===== src/rtl/addsub_pkg.sv =====
// Shared types and elaboration-time helpers for the pipelined adder/subtractor.
package addsub_pkg;

    typedef struct packed {
        logic cout;
        logic ovf;
        logic zero;
        logic neg;
    } addsub_flags_t;

    localparam int ADDSUB_DEFAULT_WIDTH  = 32;
    localparam int ADDSUB_DEFAULT_STAGES = 4;

    // The carry chain is cut into equal slices, so WIDTH must divide evenly.
    function automatic bit addsub_params_ok(input int width, input int stages);
        return (stages >= 1) && (stages <= width) && ((width % stages) == 0);
    endfunction

endpackage


===== src/rtl/addsub_slice.sv =====
// Full-adder cell and the combinational SW-bit ripple slice built from it.
module addsub_fa (
    input  logic a,
    input  logic b,
    input  logic ci,
    output logic s,
    output logic co
);
    assign s  = a ^ b ^ ci;
    assign co = (a & b) | (ci & (a ^ b));
endmodule

module addsub_slice
    import addsub_pkg::*;
#(
    parameter int SW = 8
) (
    input  logic [SW-1:0] a,
    input  logic [SW-1:0] b,
    input  logic          cin,
    output logic [SW-1:0] sum,
    output logic          cout,
    output logic          cmsb,
    output logic          zero
);
    logic [SW:0] carry;

    assign carry[0] = cin;

    for (genvar i = 0; i < SW; i++) begin : g_fa
        addsub_fa u_fa (
            .a (a[i]),
            .b (b[i]),
            .ci(carry[i]),
            .s (sum[i]),
            .co(carry[i+1])
        );
    end

    // cmsb is only meaningful for the top slice, where it feeds overflow detection.
    assign cout = carry[SW];
    assign cmsb = carry[SW-1];
    assign zero = (sum == '0);
endmodule


===== src/rtl/pipe_addsub.sv =====
// Pipelined adder/subtractor: STAGES registered ripple slices with operand skew,
// result deskew, running zero detect and a valid/ready handshake with full backpressure.
module pipe_addsub
    import addsub_pkg::*;
#(
    parameter int WIDTH  = ADDSUB_DEFAULT_WIDTH,
    parameter int STAGES = ADDSUB_DEFAULT_STAGES
) (
    input  logic             clk,
    input  logic             rst,
    input  logic             in_valid,
    output logic             in_ready,
    input  logic [WIDTH-1:0] a,
    input  logic [WIDTH-1:0] b,
    input  logic             sub,
    input  logic             cin,
    output logic             out_valid,
    input  logic             out_ready,
    output logic [WIDTH-1:0] sum,
    output logic             cout,
    output logic             ovf,
    output logic             zero,
    output logic             neg
);
    localparam int SW        = WIDTH / STAGES;
    localparam bit PARAMS_OK = addsub_params_ok(WIDTH, STAGES);

    if (!PARAMS_OK) begin : g_param_check
        $error("pipe_addsub: WIDTH (%0d) must be a multiple of STAGES (%0d)", WIDTH, STAGES);
    end

    logic             adv;
    logic [WIDTH-1:0] op_a    [STAGES];
    logic [WIDTH-1:0] op_b    [STAGES];
    logic [WIDTH-1:0] sum_c   [STAGES];
    logic             carry_c [STAGES];
    logic             zero_c  [STAGES];
    logic             vld_c   [STAGES];
    logic             ovf_d;
    logic             ovf_q;
    addsub_flags_t    flags;

    // The whole pipe moves as one: a stalled output freezes every stage.
    assign adv      = !out_valid || out_ready;
    assign in_ready = adv && !rst;

    assign op_a[0] = a;
    assign op_b[0] = b ^ {WIDTH{sub}};

    for (genvar k = 0; k < STAGES; k++) begin : g_stage
        logic             prev_vld;
        logic             prev_zero;
        logic [WIDTH-1:0] prev_sum;
        logic             slice_cin;
        logic [SW-1:0]    s_sum;
        logic             s_cout;
        logic             s_cmsb;
        logic             s_zero;
        logic             vld_d;
        logic             vld_q;
        logic             carry_d;
        logic             carry_q;
        logic             zero_d;
        logic             zero_q;
        logic [WIDTH-1:0] sum_d;
        logic [WIDTH-1:0] sum_q;

        if (k == 0) begin : g_head
            assign prev_vld  = in_valid;
            assign prev_zero = 1'b1;
            assign prev_sum  = '0;
            assign slice_cin = sub | cin;
        end else begin : g_body
            assign prev_vld  = vld_c[k-1];
            assign prev_zero = zero_c[k-1];
            assign prev_sum  = sum_c[k-1];
            assign slice_cin = carry_c[k-1];
        end

        addsub_slice #(.SW(SW)) u_slice (
            .a   (op_a[k][k*SW +: SW]),
            .b   (op_b[k][k*SW +: SW]),
            .cin (slice_cin),
            .sum (s_sum),
            .cout(s_cout),
            .cmsb(s_cmsb),
            .zero(s_zero)
        );

        // Lower slices ride along in sum_d so all slices leave the pipe together.
        always_comb begin
            vld_d   = vld_q;
            sum_d   = sum_q;
            carry_d = carry_q;
            zero_d  = zero_q;
            if (adv) begin
                vld_d               = prev_vld;
                sum_d               = prev_sum;
                sum_d[k*SW +: SW]   = s_sum;
                carry_d             = s_cout;
                zero_d              = prev_zero & s_zero;
            end
        end

        always_ff @(posedge clk) begin
            if (rst) begin
                vld_q   <= 1'b0;
                sum_q   <= '0;
                carry_q <= 1'b0;
                zero_q  <= 1'b0;
            end else begin
                vld_q   <= vld_d;
                sum_q   <= sum_d;
                carry_q <= carry_d;
                zero_q  <= zero_d;
            end
        end

        assign vld_c[k]   = vld_q;
        assign sum_c[k]   = sum_q;
        assign carry_c[k] = carry_q;
        assign zero_c[k]  = zero_q;

        if (k < STAGES - 1) begin : g_skew
            logic [WIDTH-1:0] a_d;
            logic [WIDTH-1:0] a_q;
            logic [WIDTH-1:0] b_d;
            logic [WIDTH-1:0] b_q;

            always_comb begin
                a_d = a_q;
                b_d = b_q;
                if (adv) begin
                    a_d = op_a[k];
                    b_d = op_b[k];
                end
            end

            always_ff @(posedge clk) begin
                if (rst) begin
                    a_q <= '0;
                    b_q <= '0;
                end else begin
                    a_q <= a_d;
                    b_q <= b_d;
                end
            end

            assign op_a[k+1] = a_q;
            assign op_b[k+1] = b_q;
        end else begin : g_tail
            always_comb begin
                ovf_d = ovf_q;
                if (adv) begin
                    ovf_d = s_cmsb ^ s_cout;
                end
            end
        end
    end

    always_ff @(posedge clk) begin
        if (rst) begin
            ovf_q <= 1'b0;
        end else begin
            ovf_q <= ovf_d;
        end
    end

    assign flags.cout = carry_c[STAGES-1];
    assign flags.ovf  = ovf_q;
    assign flags.zero = zero_c[STAGES-1];
    assign flags.neg  = sum_c[STAGES-1][WIDTH-1];

    assign out_valid = vld_c[STAGES-1];
    assign sum       = sum_c[STAGES-1];
    assign cout      = flags.cout;
    assign ovf       = flags.ovf;
    assign zero      = flags.zero;
    assign neg       = flags.neg;
endmodule

===== config.mk =====
export PLATFORM = sky130hd
export DESIGN_NAME = pipe_addsub
export DESIGN_NICKNAME = d
export VERILOG_FILES = /design/src/rtl/addsub_pkg.sv /design/src/rtl/addsub_slice.sv /design/src/rtl/pipe_addsub.sv
export SDC_FILE = /design/constraint.sdc
export NUM_CORES = 1
export LEC_CHECK = 0
export ABC_CLOCK_PERIOD_IN_PS = 6000
export CAP_MARGIN = 20
export CORE_AREA = 2 2 209 108
export DETAILED_ROUTE_END_ITERATION = 6
export DIE_AREA = 0 0 211 110
export GPL_TIMING_DRIVEN = 0
export SLEW_MARGIN = 10
export SYNTH_ARGS = -nofsm -noshare
export SYNTH_HDL_FRONTEND = slang
export SYNTH_SLANG_ARGS = --single-unit

===== constraint.sdc =====
create_clock -name clk -period 6 [get_ports clk]
set_clock_uncertainty 0.05 [all_clocks]
set_input_delay 0.9 -clock clk [delete_from_list [all_inputs] [get_ports clk]]
set_output_delay 0.9 -clock clk [all_outputs]
set_load 0.005 [all_outputs]

==> flow_metrics.tcl, run 1 <==
set metrics [dict create \
    reg2reg_slack_ns 1.38 \
    worstReg2RegStart "g_stage[0].carry_q" \
    hold_violations 0 \
    grt_antenna_before_repair 0 \
    crit_slowest_cell "clkdlybuf4s50_1" \
    max-clock-path-buffers 2 \
    post_drt_wl_per_cell_um 17.0 \
    worst-path-max-fanout 2 \
    antenna_cells 0 \
    root_buffer "clkbuf_16" \
    fillCellCount 2123 \
    crit_arrival_ns 5.06 \
    min_period_ns 4.75 \
    drv_cap 0 \
    grt.total_usage_pct 20.1 \
    r2r-end "g_stage[1].zero_q" \
    finalSetupViolCount 0 \
    via_count 6392 \
    cts_tree "built" \
    rows 38 \
    drt_iter0_markers 431 \
    ys_ff_latch 189 \
    rsz0062_at_grt "false" \
    status "finished clean" \
    p_leak_nw 3.78 \
    syn_area_sq_um 7820 \
    pre_cts_ws_ns 0.798 \
    drc 0 \
    holdBufCountCts 0 \
    cts-htree-levels 4 \
    clk_pin_slew_ns 0.07 \
    core_area_sq_um 21300 \
    holdCritPathClass "flop to flop" \
    syn_inst 895 \
    worstHoldPathCells 2 \
    crit_chain "clkdlybuf4s50_1 > xor2_1 > fa_1 > inv_1 > fa_1 > fa_1 > fa_1 > inv_1 > fa_1 > inv_1 > fa_1 > fa_1 > inv_1 > fa_1 > nor4b_1 > nand3_1 > a21oi_1" \
    postPlaceCellArea_sq_um 9220 \
    startpoint "b[0]" \
    dieArea_sq_um 23200 \
    fp.dieW_um 211 \
    final.setup.worst_slack_ns 1.25 \
    yosysUniqueCellTypes 24 \
    vdd_ir_drop_max_v 0.000173 \
    place_congestion 0.849 \
    p_per_area_nw_per_um2 297 \
    grt_first_pass_wirelength_um 34700 \
    synth_seq_area_share_pct 48.4 \
    ios 108 \
    cts_sinks 189 \
    stdcell_area_sq_um 9840 \
    post-route-period-util_pct 79.1 \
    final_cell_mix "nand2_1 (296), dfxtp_1 (189), a21oi_1 (150)" \
    fin_setup_tns_ns 0 \
    yosysWarnings 0 \
    clock_latency_ns 0.44 \
    nets 1121 \
    grt_overflow_total 0 \
    portBuffers 105 \
    synth_nets 997 \
    finalPower_mw 2.92 \
    final_common_cell "nand2_1" \
    crit_path_frequent_cell "fa_1" \
    dp_hpwl_um 16700 \
    grt_max_degree 18 \
    synth_area_per_cell_sq_um 8.73 \
    die_height_um 110 \
    worstMarginPinSlew_ns 0.812 \
    grt_pass1_vias 6037 \
    drtPass1Iterations 5 \
    crit_path_max_incr_delay_ns 0.47 \
    startpoint_type "input port" \
    initial_core_util_pct 36.6 \
    min_from "sum[12]" \
    crit_path_end "g_stage[0].zero_q" \
    cp.required_ns 6.31 \
    max_slew_margin_pct 45.8 \
    postCtsSetupRepairBufs 0 \
    wl_um 22300 \
    timing_worst_setup_path_type "input port to flop" \
    crit_path_end_kind "flop" \
    multiInputGateArea_sq_um 3430 \
    regArea_sq_um 3780 \
    drive_gt1_share_pct 10.4 \
    clock.fmax_mhz 211 \
    syn2layout_area_growth_pct 25.9 \
    via_per_inst 4.87 \
    ant_nets 0 \
    cts_made_buffers 17 \
    finalMaxSlewViolations 0 \
    r2r_cells 14 \
    cts_resized 0 \
]
worst max-delay path: cells and delay by family:
kind            cells  cell delay, ns
compound gates      1            0.14
xor+xnor            1            0.19
fa+ha+maj           8            2.64
buf+inv             5            0.71
simple gates        2            0.46
routing by layer:
metal  global-route usage (%)  part of all wire, %  wire length (um)
met5                        0                    0                 0
met4                     4.33                 0.51               114
met3                     4.82                  7.8              1740
met2                     25.8                   37              8160
met1                     32.5                   55             12300
synthesized netlist by cell type (all sizes together):
| library cell | instances | area share (%) |
|---|---|---|
| and4b | 3 | 0.38 |
| xnor2 | 28 | 3.1 |
| nand3 | 1 | 0.064 |
| a21oi | 150 | 9.6 |
| buf | 56 | 5.5 |
| xor2 | 5 | 0.56 |
| inv | 30 | 1.4 |
| or2 | 1 | 0.080 |
| clkbuf | 12 | 0.83 |
| a211oi | 38 | 4.5 |
| nand2 | 296 | 14 |
| nor3 | 3 | 0.19 |
| dfxtp | 189 | 48 |
| and2b | 1 | 0.11 |
| nand4 | 3 | 0.24 |
| nor4b | 1 | 0.11 |
| nor2 | 44 | 2.1 |
| and4 | 1 | 0.11 |
| nand2b | 1 | 0.18 |
| fa | 32 | 8.2 |
where the power goes:
| part | switching, mW | leakage, nW | internal, mW | total (mW) |
|---|---|---|---|---|
| logic | 0.169 | 1.93 | 0.163 | 0.331 |
| registers | 0.0582 | 1.55 | 1.34 | 1.40 |
| clock network | 0.521 | 0.294 | 0.675 | 1.20 |
state kept, by name (all words and copies together) (netlist names):
| name | cells |
|---|---|
| g_stage.g_skew.b_q | 48 |
| ovf | 1 |
| g_stage.sum_q | 48 |
| g_stage.vld_q | 3 |
| cout | 1 |
| zero | 1 |
| g_stage.zero_q | 3 |
| g_stage.carry_q | 3 |
| g_stage.g_skew.a_q | 48 |
| sum | 32 |
| out_valid | 1 |
per-stage QoR:
step	hold slack (ns)	util [%]	cells
2_1_floorplan	0.378	-	895
3_3_place_gp	0.389	43.2	1280
3_5_place_dp	0.393	43.2	1280
4_1_cts	0.403	46.1	1312
5_1_grt	0.415	46.1	1312
6_report	0.399	46.1	1312
layout make-up:
class                   instances  share of cell area [%]
plain buffers                  68                    5.02
clock buffers                  18                    4.46
clock inverters                14                    1.86
inverters                      30                    1.14
multi-input cells             608                    34.8
flip-flops and latches        189                    38.4
well taps                     280                    3.56
repair buffers                105                    10.7
worst min-delay path by stage:
| stage | end | slack, ns |
|---|---|---|
| floorplan | g_stage[0].zero_q | 0.38 |
| global placement | sum[12] | 0.39 |
| detailed placement | sum[12] | 0.39 |
| CTS | sum[12] | 0.40 |
| global route | g_stage[1].g_skew.b_q[24] | 0.42 |
| finish | sum[12] | 0.40 |
cells by family after synthesis:
logic type	count (synthesis)	synth area share, %
AO/OA/AOI/OAI	188	14.1
AND/OR/NAND/NOR	355	17.8
adder cells (fa/ha/maj)	32	8.19
buffers and inverters	98	7.76
XOR/XNOR	33	3.70
flip-flops	189	48.4
No activity file was read; power rests on OpenSTA's default activity.
==> run 2: changes to the inputs <==
ABC_CLOCK_PERIOD_IN_PS = 4100   (was 6000)
clock period = 4.1 ns   (was 6 ns; I/O delays follow)
==> flow_metrics.tcl, run 2 (synthesis gave the netlist of run 1 again) <==
set metrics [dict create \
    grt_overflow_total 0 \
    dr_wl_met2_um 7930 \
    violations "setup timing" \
    drtPass1Iterations 4 \
    core_area_sq_um 21300 \
    holdBufCountCts 0 \
    fin_util_pct 46.7 \
    holdCritPathClass "flop to flop" \
    fin_setup_tns_ns -0.0178 \
    cts_sinks 189 \
    crit_path_frequent_cell "fa_2" \
    timing_worst_setup_path_type "input port to flop" \
    grt_antenna_before_repair 0 \
    post_drt_wl_per_cell_um 17.0 \
    nets 1124 \
    regArea_sq_um 3790 \
    grt.total_usage_pct 20.2 \
    crit_path_end_kind "flop" \
    cts_tree "built" \
    drc 0 \
    rsz0062_at_grt "true" \
    via_per_inst 4.78 \
    place_congestion 0.839 \
    grt_first_pass_wirelength_um 34600 \
    via_count 6290 \
    crit_slowest_cell "clkdlybuf4s50_1" \
    final.setup.worst_slack_ns -0.0178 \
    vdd_ir_drop_max_v 0.000231 \
    p_per_area_nw_per_um2 432 \
    startpoint_type "input port" \
    reg_top3 "g_stage.g_skew.a_q (48), g_stage.g_skew.b_q (48), g_stage.sum_q (48)" \
    fillCellCount 2107 \
    multiInputGateArea_sq_um 3510 \
    status "complete, but fails checks" \
    min_period_ns 4.12 \
    initial_core_util_pct 36.6 \
    die_height_um 110 \
    grt_pass1_vias 5987 \
    syn2layout_area_growth_pct 27.5 \
    rows 38 \
    cts_made_buffers 17 \
    ant_nets 0 \
    wl_um 22300 \
    stdcell_area_sq_um 9970 \
    final_common_cell "nand2_1" \
    final_cell_mix "nand2_1 (296), dfxtp_1 (184), a21oi_1 (150)" \
    postPlaceCellArea_sq_um 9280 \
    post-route-period-util_pct 100 \
    dieArea_sq_um 23200 \
    clk_pin_slew_ns 0.07 \
    max_slew_margin_pct 44.3 \
    crit_arrival_ns 4.43 \
    top_layer "met4" \
    hold_violations 0 \
    crit_chain "clkdlybuf4s50_1 > or2_4 > fa_2 > inv_2 > fa_2 > fa_2 > fa_2 > inv_2 > fa_1 > inv_1 > fa_2 > fa_2 > inv_2 > fa_2 > nor4b_4 > nand3_1 > a21oi_1" \
    root_buffer "clkbuf_16" \
    grt_max_degree 20 \
    clock_latency_ns 0.44 \
    finalMaxSlewViolations 0 \
    finalSetupViolCount 1 \
    cp.required_ns 4.42 \
    drv_cap 0 \
    pre_cts_ws_ns -0.772 \
    clock.fmax_mhz 243 \
    drt_iter0_markers 405 \
    ios 108 \
    drive_gt1_share_pct 14.5 \
    finalPower_mw 4.31 \
    dr_wl_met3_um 1670 \
    dp_hpwl_um 16700 \
    crit_path_max_incr_delay_ns 0.47 \
    worst-path-max-fanout 2 \
    max-clock-path-buffers 2 \
    fp.dieW_um 211 \
    wl_met1_um 12500 \
    cts-htree-levels 4 \
    p_leak_nw 3.77 \
    antenna_cells 0 \
    portBuffers 105 \
    worstMarginPinSlew_ns 0.835 \
]
-- run 2: changes by cell type in the layout (fill, tap and decap cells not counted), moves of 2 or more --
cell,delta
clkinvlp_4,-2
clkinv_8,+2
inv_2,+8
fa_1,-25
dfxtp_2,+5
inv_1,-8
fa_2,+25
dfxtp_1,-5
inv_8,+4
-- run 2: timing repair --
| action | in CTS | in global routing |
|---|---|---|
| endpoints found under the setup margin | 5 | 4 |
| endpoints found under the hold margin | 0 | 0 |
| gates resized for setup | 11 | 17 |
| pin swaps | 16 | 24 |
| setup buffers | 1 | 2 |
-- run 2: per-layer routing --
layer / vias up / global-route usage [%]
met2: 191 / 26.1
li1: 3136 / -
met5: - / 0
met3: 11 / 4.53
met1: 2952 / 32.5
met4: 0 / 5.53
-- run 2: layout make-up --
type                    instances  area share (%)
plain buffers                  68            5.07
clock buffers                  17            4.27
clock inverters                15            1.98
inverters                      30            1.13
multi-input cells             608            35.3
flip-flops and latches        189            38.0
well taps                     280            3.51
repair buffers                108            10.8
-- run 2: worst max-delay path, delay by kind of cell --
kind,cells,cell delay [ns]
AOI/OAI and AO/OA,1,0.14
adders and majority gates,8,2.48
buffers and inverters,5,0.69
and+or+nand+nor,3,0.50
-- run 2: worst paths after layout --
| kind | start | end | slack (ns) | cells after the start |
|---|---|---|---|---|
| max reg2reg | g_stage[0].g_skew.a_q[8] | g_stage[1].zero_q | 0.13 | 14 |
| min | sum[12] | sum[12] | 0.40 | 2 |
| min reg2reg | sum[12] | sum[12] | 0.40 | 2 |
| max | cin | g_stage[0].zero_q | -0.02 | 17 |
-- run 2: report_power, final --
part           switching (mW)  internal [mW]
clock network           0.815          0.935
logic                   0.257          0.258
registers              0.0866           1.96
total                    1.16           3.15
-- run 2: through the flow --
step / std cells / hold WS [ns]
floorplan: 895 / 0.378
global placement: 1280 / 0.388
CTS: 1313 / 0.402
global route: 1315 / 0.419
finish: 1315 / 0.400
detailed placement: 1280 / 0.393
==> run 3: changes to the inputs <==
ABC_CLOCK_PERIOD_IN_PS = 3950   (was 4100)
CORE_AREA = 2 2 172 90   (was 2 2 209 108)
DIE_AREA = 0 0 174 92   (was 0 0 211 110)
PLACE_DENSITY = 0.79   (was not set)
clock period = 3.95 ns   (was 4.1 ns; I/O delays follow)
==> flow_metrics.tcl, run 3 (synthesis gave the netlist of run 1 again) <==
set metrics [dict create \
    drive_gt1_share_pct 15.3 \
    violations "setup timing" \
    min_period_ns 3.97 \
    syn2layout_area_growth_pct 26.3 \
    final_common_cell "nand2_1" \
    hold_violations 0 \
    holdCritPathClass "flop to flop" \
    ant_nets 0 \
    die_height_um 92 \
    fp.dieW_um 174 \
    nets 1127 \
    place_congestion 0.920 \
    portBuffers 105 \
    cts-htree-levels 4 \
    drc 0 \
    dp_hpwl_um 15200 \
    p_leak_nw 3.78 \
    worst-path-max-fanout 2 \
    post-route-period-util_pct 100 \
    drt_iter0_markers 631 \
    cts_made_buffers 17 \
    grt_pass1_vias 6198 \
    drtPass1Iterations 7 \
    worstMarginPinSlew_ns 0.744 \
    antenna_cells 0 \
    status "complete, but fails checks" \
    via_count 6645 \
    finalMaxSlewViolations 0 \
    clk_pin_slew_ns 0.08 \
    grt.total_usage_pct 27.5 \
    core_area_sq_um 14700 \
    root_buffer "clkbuf_16" \
    grt_first_pass_wirelength_um 33600 \
    grt_overflow_total 0 \
    clock_latency_ns 0.43 \
    rows 32 \
    crit_slowest_cell "fa_2" \
    fin_setup_tns_ns -0.0164 \
    cts_tree "built" \
    dieArea_sq_um 16000 \
    ios 108 \
    cp.required_ns 4.22 \
    grt_antenna_before_repair 0 \
    crit_buf_inv 3 \
    crit_path_end_kind "flop" \
    wl_um 21500 \
    whs_ns 0.399 \
    post_drt_wl_per_cell_um 17.3 \
    crit_path_frequent_cell "fa_2" \
    final_cell_mix "nand2_1 (295), dfxtp_1 (183), a21oi_1 (149)" \
    reg_top3 "g_stage.g_skew.a_q (48), g_stage.g_skew.b_q (48), g_stage.sum_q (48)" \
    grt_max_degree 19 \
    p_per_area_nw_per_um2 446 \
    max_slew_margin_pct 50.4 \
    crit_arrival_ns 4.24 \
    timing_worst_setup_path_type "flop to flop" \
    vdd_ir_drop_max_v 0.000365 \
    crit_chain "fa_2 > fa_2 > fa_2 > fa_2 > inv_2 > fa_2 > inv_2 > fa_2 > fa_2 > inv_2 > fa_1 > and4b_1 > nand4_1 > a21oi_1" \
    clock.fmax_mhz 252 \
    max-clock-path-buffers 2 \
    startpoint_type "flop" \
    final.setup.worst_slack_ns -0.0164 \
    initial_core_util_pct 53.1 \
    cpLargestDelayFamily "adder cells" \
    finalSetupViolCount 1 \
    cts_sinks 189 \
    rsz0062_at_grt "true" \
    crit_path_max_incr_delay_ns 0.42 \
    via_per_inst 5.35 \
    fin_util_pct 67.0 \
    drv_cap 0 \
]
## run 3: cell count changes in the layout (fill, tap and decap cells not counted), moves of 2 or more
cell	before	now
buf_4	13	17
inv_6	3	6
clkbuf_8	2	4
clkdlybuf4s50_1	104	102
clkinv_4	3	1
dlymetal6s2s_1	0	2
inv_1	22	20
inv_2	8	10
inv_8	4	2
## run 3: worst paths after layout
path | from | end | slack (ns) | depth (start not counted)
setup / recovery | g_stage[1].carry_q | g_stage[2].zero_q | -0.02 | 14
hold / removal | sum[10] | sum[10] | 0.40 | 2
setup reg to reg | g_stage[1].carry_q | g_stage[2].zero_q | -0.02 | 14
hold reg to reg | sum[10] | sum[10] | 0.40 | 2
## run 3: layout make-up
| type | instances | area [sq um] |
|---|---|---|
| sequential | 189 | 3790 |
| multi-input combinational | 608 | 3510 |
| tap | 204 | 255 |
| buffer | 67 | 494 |
| clock inverter | 13 | 145 |
| fill | 1164 | 4860 |
| clock buffer | 19 | 453 |
| timing repair buffer | 112 | 1110 |
| inverter | 30 | 113 |
## run 3: tightest hold or removal path, delay by kind of cell, from the launching register on
kind             cells  cell delay [ns]
flip-flops           1             0.31
AND/OR/NAND/NOR      1             0.05
AO/OA/AOI/OAI        1             0.05
## run 3: per-stage QoR
stage	area, sq um	cells	total power [mW]	setup WS [ns]
floorplan	7890	895	2.42	-0.299
finish	9870	1242	4.41	-0.0164
detailed placement	9200	1204	2.66	-0.797
global placement	9200	1204	2.65	-0.744
global route	9870	1242	4.55	-0.0677
CTS	9850	1241	4.38	-0.134
## run 3: power by group
group	switching [mW]	leakage, nW	internal (mW)
logic	0.268	1.93	0.276
clock network	0.811	0.289	0.931
registers	0.0878	1.56	2.03
total	1.17	3.78	3.24
## run 3: routing by layer
| layer | GRT usage [%] | wire, um |
|---|---|---|
| met1 | 41.3 | 10100 |
| met2 | 38.4 | 8750 |
| met3 | 7.13 | 2290 |
| met4 | 8.40 | 357 |
| met5 | 0 | 0 |
## run 3: repair_timing
action,4_1_cts,5_1_grt
setup buffers,5,2
cloned,0,0
resized for setup,13,17
hold buffers,0,0
pin swaps,23,15
endpoints found under the setup margin,7,6
